### src/rtl/r5p_test_ctrl_pkg.sv
// Package for the RISC-V compliance test controller.
// Holds the register map offsets, STATUS bit positions, the STATUS
// layout struct and a helper that assembles a STATUS word.
package r5p_test_ctrl_pkg;

    // Register offsets (byte address, word aligned).
    localparam int unsigned SIG_BEG = 32'h00;
    localparam int unsigned SIG_END = 32'h08;
    localparam int unsigned CON     = 32'h0C;
    localparam int unsigned HALT    = 32'h10;
    localparam int unsigned STATUS  = 32'h14;
    localparam int unsigned CYC_LO  = 32'h18;
    localparam int unsigned CYC_HI  = 32'h1C;

    // STATUS / HALT read-back bit positions.
    localparam int unsigned STS_HALT_BIT = 32'd0;
    localparam int unsigned STS_TMO_BIT  = 32'd1;
    localparam int unsigned STS_LVL_LSB  = 32'd8;

    typedef struct packed {
        logic [7:0] level;
        logic [5:0] rsv;
        logic       timeout;
        logic       halt;
    } status_t;

    // Assemble a STATUS word from its fields.
    function automatic status_t pack_status(input logic       halt_i,
                                            input logic       timeout_i,
                                            input logic [7:0] level_i);
        logic [15:0] v;
        v = 16'h0000;
        v[STS_HALT_BIT]       = halt_i;
        v[STS_TMO_BIT]        = timeout_i;
        v[STS_LVL_LSB +: 8]   = level_i;
        return status_t'(v);
    endfunction

endpackage

### src/rtl/r5p_test_ctrl_fifo.sv
// Synchronous FIFO used as the console byte buffer.
// Ports: push_i/din_i write side, pop_i/dout_o read side, full_o, empty_o,
// level_o (number of stored entries). Pointers carry an extra wrap bit.
// A push while full and a pop while empty are ignored. No bypass path:
// a byte pushed into an empty FIFO becomes visible the following cycle.
module r5p_test_ctrl_fifo #(
    parameter int unsigned DW  = 8,
    parameter int unsigned FDP = 4
)(
    input  logic                   clk,
    input  logic                   rst,
    input  logic                   push_i,
    input  logic [DW-1:0]          din_i,
    input  logic                   pop_i,
    output logic [DW-1:0]          dout_o,
    output logic                   full_o,
    output logic                   empty_o,
    output logic [$clog2(FDP):0]   level_o
);
    localparam int unsigned PW = $clog2(FDP);

    logic [DW-1:0] mem_q [FDP];
    logic [PW:0]   wr_q, wr_d, rd_q, rd_d;
    logic          do_push_s, do_pop_s;

    // Pointers differing only in the wrap bit means every slot is used.
    assign full_o  = ((wr_q ^ rd_q) == (PW+1)'(FDP));
    assign empty_o = (wr_q == rd_q);
    assign level_o = wr_q - rd_q;
    assign dout_o  = mem_q[rd_q[PW-1:0]];

    // Next-state pointers from qualified push/pop.
    always_comb begin
        do_push_s = push_i & ~full_o;
        do_pop_s  = pop_i & ~empty_o;
        wr_d      = wr_q;
        rd_d      = rd_q;
        if (do_push_s) begin
            wr_d = wr_q + (PW+1)'(1);
        end else begin
            wr_d = wr_q;
        end
        if (do_pop_s) begin
            rd_d = rd_q + (PW+1)'(1);
        end else begin
            rd_d = rd_q;
        end
    end

    // Pointer and storage registers.
    always_ff @(posedge clk or negedge rst) begin
        if (!rst) begin
            wr_q <= '0;
            rd_q <= '0;
            for (int i = 0; i < FDP; i++) begin
                mem_q[i] <= '0;
            end
        end else begin
            wr_q <= wr_d;
            rd_q <= rd_d;
            if (do_push_s) begin
                mem_q[wr_q[PW-1:0]] <= din_i;
            end
        end
    end

endmodule

### src/rtl/r5p_test_ctrl.sv
// RISC-V compliance test controller, TCB subordinate with response latency 1.
// Captures signature bounds and the halt request, buffers console bytes,
// and flags a timeout TMO cycles after reset (TMO=0 disables it).
// Ports: clk, rst (async, active-low); TCB bus_vld/wen/adr/ben/wdt in,
// bus_rdt/err (response phase) and bus_rdy out; sig_beg, sig_end, halt,
// timeout status outputs; console stream con_vld/con_dat out, con_rdy in.
// Optional feature macro R5P_TEST_CTRL_CYCLE_EN: 64-bit cycle counter
// readable at CYC_LO/CYC_HI; without it those offsets respond with error.
module r5p_test_ctrl
    import r5p_test_ctrl_pkg::*;
#(
    parameter int unsigned DW  = 32,
    parameter int unsigned AW  = 5,
    parameter int unsigned TMO = 0,
    parameter int unsigned FDP = 4
)(
    input  logic            clk,
    input  logic            rst,
    input  logic            bus_vld,
    input  logic            bus_wen,
    input  logic [AW-1:0]   bus_adr,
    input  logic [DW/8-1:0] bus_ben,
    input  logic [DW-1:0]   bus_wdt,
    output logic [DW-1:0]   bus_rdt,
    output logic            bus_err,
    output logic            bus_rdy,
    output logic [DW-1:0]   sig_beg,
    output logic [DW-1:0]   sig_end,
    output logic            halt,
    output logic            timeout,
    output logic            con_vld,
    output logic [7:0]      con_dat,
    input  logic            con_rdy
);
    localparam int unsigned BW = DW/8;
    localparam int unsigned LW = $clog2(FDP) + 1;
    localparam int unsigned CW = (TMO > 1) ? $clog2(TMO) : 1;

    logic [DW-1:0] sig_beg_q, sig_beg_d, sig_end_q, sig_end_d;
    logic [DW-1:0] rdt_q, rdt_d, rd_s, wmask_s;
    logic          err_q, err_d, hit_s;
    logic          halt_q, halt_d, timeout_q, timeout_d;
    logic [CW-1:0] cnt_q, cnt_d;
    logic          trn_s, wr_s, con_sel_s, push_s, pop_s, full_s, empty_s;
    logic [LW-1:0] level_s;

`ifdef R5P_TEST_CTRL_CYCLE_EN
    logic [63:0]   cyc_q;
    logic [DW-1:0] cyc_hi_q, cyc_hi_d;
`endif

    // A CON write is held off only while the FIFO is full.
    assign con_sel_s = (bus_adr == AW'(CON));
    assign bus_rdy   = ~(bus_vld & bus_wen & con_sel_s & full_s);
    assign trn_s     = bus_vld & bus_rdy;
    assign wr_s      = trn_s & bus_wen;
    assign pop_s     = con_vld & con_rdy;
    assign con_vld   = ~empty_s;

    assign bus_rdt = rdt_q;
    assign bus_err = err_q;
    assign sig_beg = sig_beg_q;
    assign sig_end = sig_end_q;
    assign halt    = halt_q;
    assign timeout = timeout_q;

    r5p_test_ctrl_fifo #(
        .DW  (8),
        .FDP (FDP)
    ) u_fifo (
        .clk     (clk),
        .rst     (rst),
        .push_i  (push_s),
        .din_i   (bus_wdt[7:0]),
        .pop_i   (pop_s),
        .dout_o  (con_dat),
        .full_o  (full_s),
        .empty_o (empty_s),
        .level_o (level_s)
    );

    // Expand byte enables into a per-bit write mask.
    always_comb begin
        wmask_s = '0;
        for (int b = 0; b < BW; b++) begin
            wmask_s[8*b +: 8] = {8{bus_ben[b]}};
        end
    end

    // Address decode, register writes and response capture.
    always_comb begin
        sig_beg_d = sig_beg_q;
        sig_end_d = sig_end_q;
        halt_d    = halt_q;
        rdt_d     = rdt_q;
        err_d     = err_q;
        rd_s      = '0;
        hit_s     = 1'b1;
        push_s    = 1'b0;
`ifdef R5P_TEST_CTRL_CYCLE_EN
        cyc_hi_d  = cyc_hi_q;
`endif
        case (bus_adr)
            AW'(SIG_BEG): begin
                rd_s = sig_beg_q;
                if (wr_s) begin
                    sig_beg_d = (sig_beg_q & ~wmask_s) | (bus_wdt & wmask_s);
                end else begin
                    sig_beg_d = sig_beg_q;
                end
            end
            AW'(SIG_END): begin
                rd_s = sig_end_q;
                if (wr_s) begin
                    sig_end_d = (sig_end_q & ~wmask_s) | (bus_wdt & wmask_s);
                end else begin
                    sig_end_d = sig_end_q;
                end
            end
            AW'(CON): begin
                rd_s   = '0;
                push_s = wr_s & bus_ben[0];
            end
            AW'(HALT): begin
                rd_s = DW'({timeout_q, halt_q});
                if (wr_s && bus_wdt[0]) begin
                    halt_d = 1'b1;
                end else begin
                    halt_d = halt_q;
                end
            end
            AW'(STATUS): begin
                rd_s = DW'(pack_status(halt_q, timeout_q, 8'(level_s)));
            end
`ifdef R5P_TEST_CTRL_CYCLE_EN
            AW'(CYC_LO): begin
                rd_s = DW'(cyc_q);
                // Freeze the high word so a following CYC_HI read is coherent.
                if (trn_s && !bus_wen) begin
                    cyc_hi_d = DW'(cyc_q >> 32);
                end else begin
                    cyc_hi_d = cyc_hi_q;
                end
            end
            AW'(CYC_HI): begin
                rd_s = cyc_hi_q;
            end
`else
            AW'(CYC_LO), AW'(CYC_HI): begin
                hit_s = 1'b0;
            end
`endif
            default: begin
                hit_s = 1'b0;
            end
        endcase
        if (trn_s) begin
            rdt_d = bus_wen ? '0 : rd_s;
            err_d = ~hit_s;
        end else begin
            rdt_d = rdt_q;
            err_d = err_q;
        end
    end

    // Timeout counter; stops once halted or expired.
    always_comb begin
        cnt_d     = cnt_q;
        timeout_d = timeout_q;
        if ((TMO != 0) && !halt_q && !timeout_q) begin
            if (cnt_q == CW'(TMO - 1)) begin
                timeout_d = 1'b1;
            end else begin
                cnt_d = cnt_q + CW'(1);
            end
        end else begin
            cnt_d = cnt_q;
        end
    end

    // Configuration registers, sticky flags and bus response.
    always_ff @(posedge clk or negedge rst) begin
        if (!rst) begin
            sig_beg_q <= '0;
            sig_end_q <= '0;
            halt_q    <= 1'b0;
            timeout_q <= 1'b0;
            cnt_q     <= '0;
            rdt_q     <= '0;
            err_q     <= 1'b0;
        end else begin
            sig_beg_q <= sig_beg_d;
            sig_end_q <= sig_end_d;
            halt_q    <= halt_d;
            timeout_q <= timeout_d;
            cnt_q     <= cnt_d;
            rdt_q     <= rdt_d;
            err_q     <= err_d;
        end
    end

`ifdef R5P_TEST_CTRL_CYCLE_EN
    // Free-running cycle counter and high-word snapshot.
    always_ff @(posedge clk or negedge rst) begin
        if (!rst) begin
            cyc_q    <= 64'd0;
            cyc_hi_q <= '0;
        end else begin
            cyc_q    <= cyc_q + 64'd1;
            cyc_hi_q <= cyc_hi_d;
        end
    end
`endif

endmodule
### config.mk
export PLATFORM = sky130hd
export DESIGN_NAME = r5p_test_ctrl
export DESIGN_NICKNAME = d
export VERILOG_FILES = /design/src/rtl/r5p_test_ctrl_pkg.sv /design/src/rtl/r5p_test_ctrl_fifo.sv /design/src/rtl/r5p_test_ctrl.sv
export SDC_FILE = /design/constraint.sdc
export NUM_CORES = 1
export LEC_CHECK = 0
export CAP_MARGIN = 10
export CORE_ASPECT_RATIO = 0.5
export CORE_UTILIZATION = 50
export DETAILED_ROUTE_END_ITERATION = 12
export GPL_TIMING_DRIVEN = 0
export HOLD_SLACK_MARGIN = 0.15
export PLACE_DENSITY_LB_ADDON = 0.25
export SYNTH_ARGS = -nofsm -noshare
export SYNTH_HDL_FRONTEND = slang
export SYNTH_SLANG_ARGS = --single-unit
### constraint.sdc
create_clock -name clk -period 3.3 [get_ports clk]
set_input_delay 0.66 -clock clk [delete_from_list [all_inputs] [get_ports clk]]
set_output_delay 0.66 -clock clk [all_outputs]
set_load 0.03 [all_outputs]
==> results.py <==
metrics = {
    "yosys": {
        "ys_warn_count": 0,
        "yosysTopAreaCell": "dfrtp_1",
        "netlist.area_leader.share_pct": 57.8,
        "yosysMostFrequentCell": "dfrtp_1",
        "synth_common_cells": "dfrtp_1, mux2_2, nand2_1",
        "synth_edf_count": 0,
        "synthCells": 414,
        "ys_seq_elements": 136,
        "ys.flop_type": "dfrtp_1",
        "avgSynthCellArea_um2": 14.2,
        "synth_cell_type_count": 37,
        "synth-async-reset-ratio_pct": 100,
        "yosysSeqAreaShare_pct": 57.8,
        "synthTopCellsByArea": "dfrtp_1, mux2_2, mux2i_1",
        "syn_area_um2": 5890,
        "syn_nets": 468,
    },
    "grt": {
        "grt_pass1_wl_um": 22100,
        "grt-ovfl-total": 0,
        "antenna_found_initial": 0,
        "grt_pass1_vias": 4193,
        "grt_use_total_pct": 24.1,
        "grt_max_degree": 101,
    },
    "hold_path": {
        "holdPathStages": 2,
        "worst_hold_startpoint": "bus_rdt[25]",
        "whs_endpoint": "bus_rdt[25]",
        "worstHoldPathType": "register to register",
    },
    "floorplanning": {
        "die_height_um": 78.7,
        "core_area_um2": 11200,
        "die-area_um2": 12200,
        "initial_core_util_pct": 52.5,
        "rows": 27,
        "io_pins": 155,
        "fp.dieW_um": 155,
    },
    "setup_path": {
        "max_stage_delay_ns": 0.59,
        "regToRegSetupSlack_ns": 0.76,
        "path_max_fanout": 10,
        "rr_startpoint": "u_fifo.rd_q[1]",
        "cp-start-kind": "register",
        "crit_buf_inv": 3,
        "crit_family": "buffers and inverters",
        "cp_slowest_cell": "clkdlybuf4s50_1",
        "rr_endpoint": "bus_rdt[24]",
        "cp.arrival_ns": 2.49,
        "critical_path_class": "register to primary output",
        "path_cells": "buf_2, inv_1, ha_1, nand3_2, nand2b_1, clkdlybuf4s50_1",
        "worstPathRequired_ns": 2.64,
        "ff2ff_path_depth": 8,
        "crit_path_end_kind": "primary output",
    },
    "power": {
        "p_total_mw": 4.63,
        "leakage_nw": 3.80,
        "ir_worst_vdd_mv": 0.369,
        "pwr_density_cell_nw_per_um2": 561,
    },
    "drt": {
        "drcViolationCount": 0,
        "dr.pass1.iters": 4,
        "vias_per_cell": 5.25,
        "ant_nets": 0,
        "routed_wl_um": 13700,
        "routedWlPerCell_um": 18.0,
        "num_vias": 3989,
        "drt-initial-drc-count": 144,
    },
    "timing": {
        "finalWorstSetupSlack_ns": 0.147,
        "period_minus_slack_ns": 3.15,
        "finalCritPeriodShare_pct": 95.5,
        "fin_skew_ns": 0.00702,
        "slew_headroom_pct": 43.7,
        "finalSetupViolCount": 0,
        "tightest_slew_ns": 0.845,
        "slew_viol_final": 0,
        "hold_violations": 0,
        "fmax_ghz": 0.317,
    },
    "clock_tree": {
        "cts_tree": "yes",
        "clock_latency_ns": 0.40,
        "cts_root_buf": "clkbuf_16",
        "clock-sinks": 136,
        "clk_path_buf_depth": 2,
        "clk_pin_slew_ns": 0.06,
        "cts_max_level": 4,
        "numCtsBuffers": 17,
    },
    "cells_and_area": {
        "antenna_cells": 0,
        "area_growth_syn_to_layout_pct": 40.2,
        "multi_input_area_um2": 2410,
        "ff_latch_area_um2": 3400,
        "layout-drive-gt1-share_pct": 25.8,
        "nets": 642,
        "fillers": 810,
    },
    "place": {
        "io_buffers": 151,
        "dp_slack_ns": 0.0198,
        "gp_congestion": 0.790,
        "dp_hpwl_um": 9540,
    },
    "flow_run": {
        "cap_violations": 0,
    },
    "outcome": {
        "status": "finished, final reports clean",
    },
}
==> what timing repair did <==
action / CTS / global route
setup buffers: 0 / 2
resized for setup: 2 / 1
pin swaps: 0 / 1
endpoints found under the hold margin: 23 / 0
hold buffers: 1 / 0
setup endpoints to repair: 1 / 1
==> cell families after synthesis <==
kind of cell	count (synthesis)	share of synthesized area, %
AO/OA/AOI/OAI	39	4.02
XOR/XNOR	7	1.04
adder cells (fa/ha/maj)	8	1.83
buffers and inverters	19	1.42
flip-flops	136	57.8
multiplexers	139	27.5
other	1	0.0637
AND/OR/NAND/NOR	65	6.33
==> cells in the final DEF (no fill, tap or decap), types with 2 or more instances in the layout <==
cell	n
bufinv_16	2
nand2_1	45
clkinv_4	3
inv_1	5
nand2b_1	2
ha_1	7
clkbuf_16	17
o21ai_0	27
clkinv_2	3
inv_6	4
nor4_2	2
nand3_1	4
buf_2	5
mux2i_1	29
clkbuf_1	6
buf_4	4
clkbuf_8	2
nand4_2	3
mux2_1	8
dfrtp_1	136
mux2_2	94
mux4_2	8
clkdlybuf4s50_1	150
o21ai_1	5
xnor2_1	6
==> metrics by stage <==
step	util [%]	TNS (ns)	std cells	area (um2)	hold WS, ns
6_report	73.6	0	760	8260	0.479
5_1_grt	73.6	-0.00858	760	8260	0.502
4_1_cts	73.5	0	758	8240	0.483
3_5_place_dp	68.0	0	725	7630	0.470
3_3_place_gp	67.7	-510.56	724	7600	0.462
2_1_floorplan	-	0	414	5890	0.364
==> worst max-delay path by stage <==
stage / cells past startpoint / slack [ns] / from / endpoint
3_3_place_gp: 1 / -3.77 / rst / u_fifo.mem_q[19]
3_5_place_dp: 5 / 0.02 / bus_adr[2] / bus_rdy
2_1_floorplan: 5 / 0.96 / u_fifo.rd_q[1] / bus_rdy
4_1_cts: 5 / 0.006 / bus_adr[2] / bus_rdy
5_1_grt: 6 / -0.009 / u_fifo.rd_q[1] / bus_rdy
6_report: 6 / 0.15 / u_fifo.rd_q[1] / bus_rdy
==> layout make-up <==
class,count,area share (%)
buffer,14,0.803
clock buffer,19,5.49
clock inverter,13,1.74
inverter,5,0.227
multi-input combinational,259,29.1
sequential,136,41.2
tap,159,2.41
timing repair buffer,155,19.0
==> worst min-delay path: stages (launching register included) <==
cell,delay (ns)
dfrtp_1,0.34
nand2_1,0.05
o21ai_0,0.06
==> metal layers <==
metal / track usage, % / part of all wire (%)
met1: 30.9 / 44
met2: 39.2 / 48
met3: 8.57 / 6.3
met4: 6.57 / 0.97
met5: 0 / 0
==> where the power goes <==
part | internal, mW | switching (mW) | total, mW
combinational | 0.401 | 0.487 | 0.889
clock | 1.16 | 0.726 | 1.89
sequential | 1.77 | 0.0839 | 1.86
total | 3.34 | 1.30 | 4.63
(Power assumes the default switching activity.)
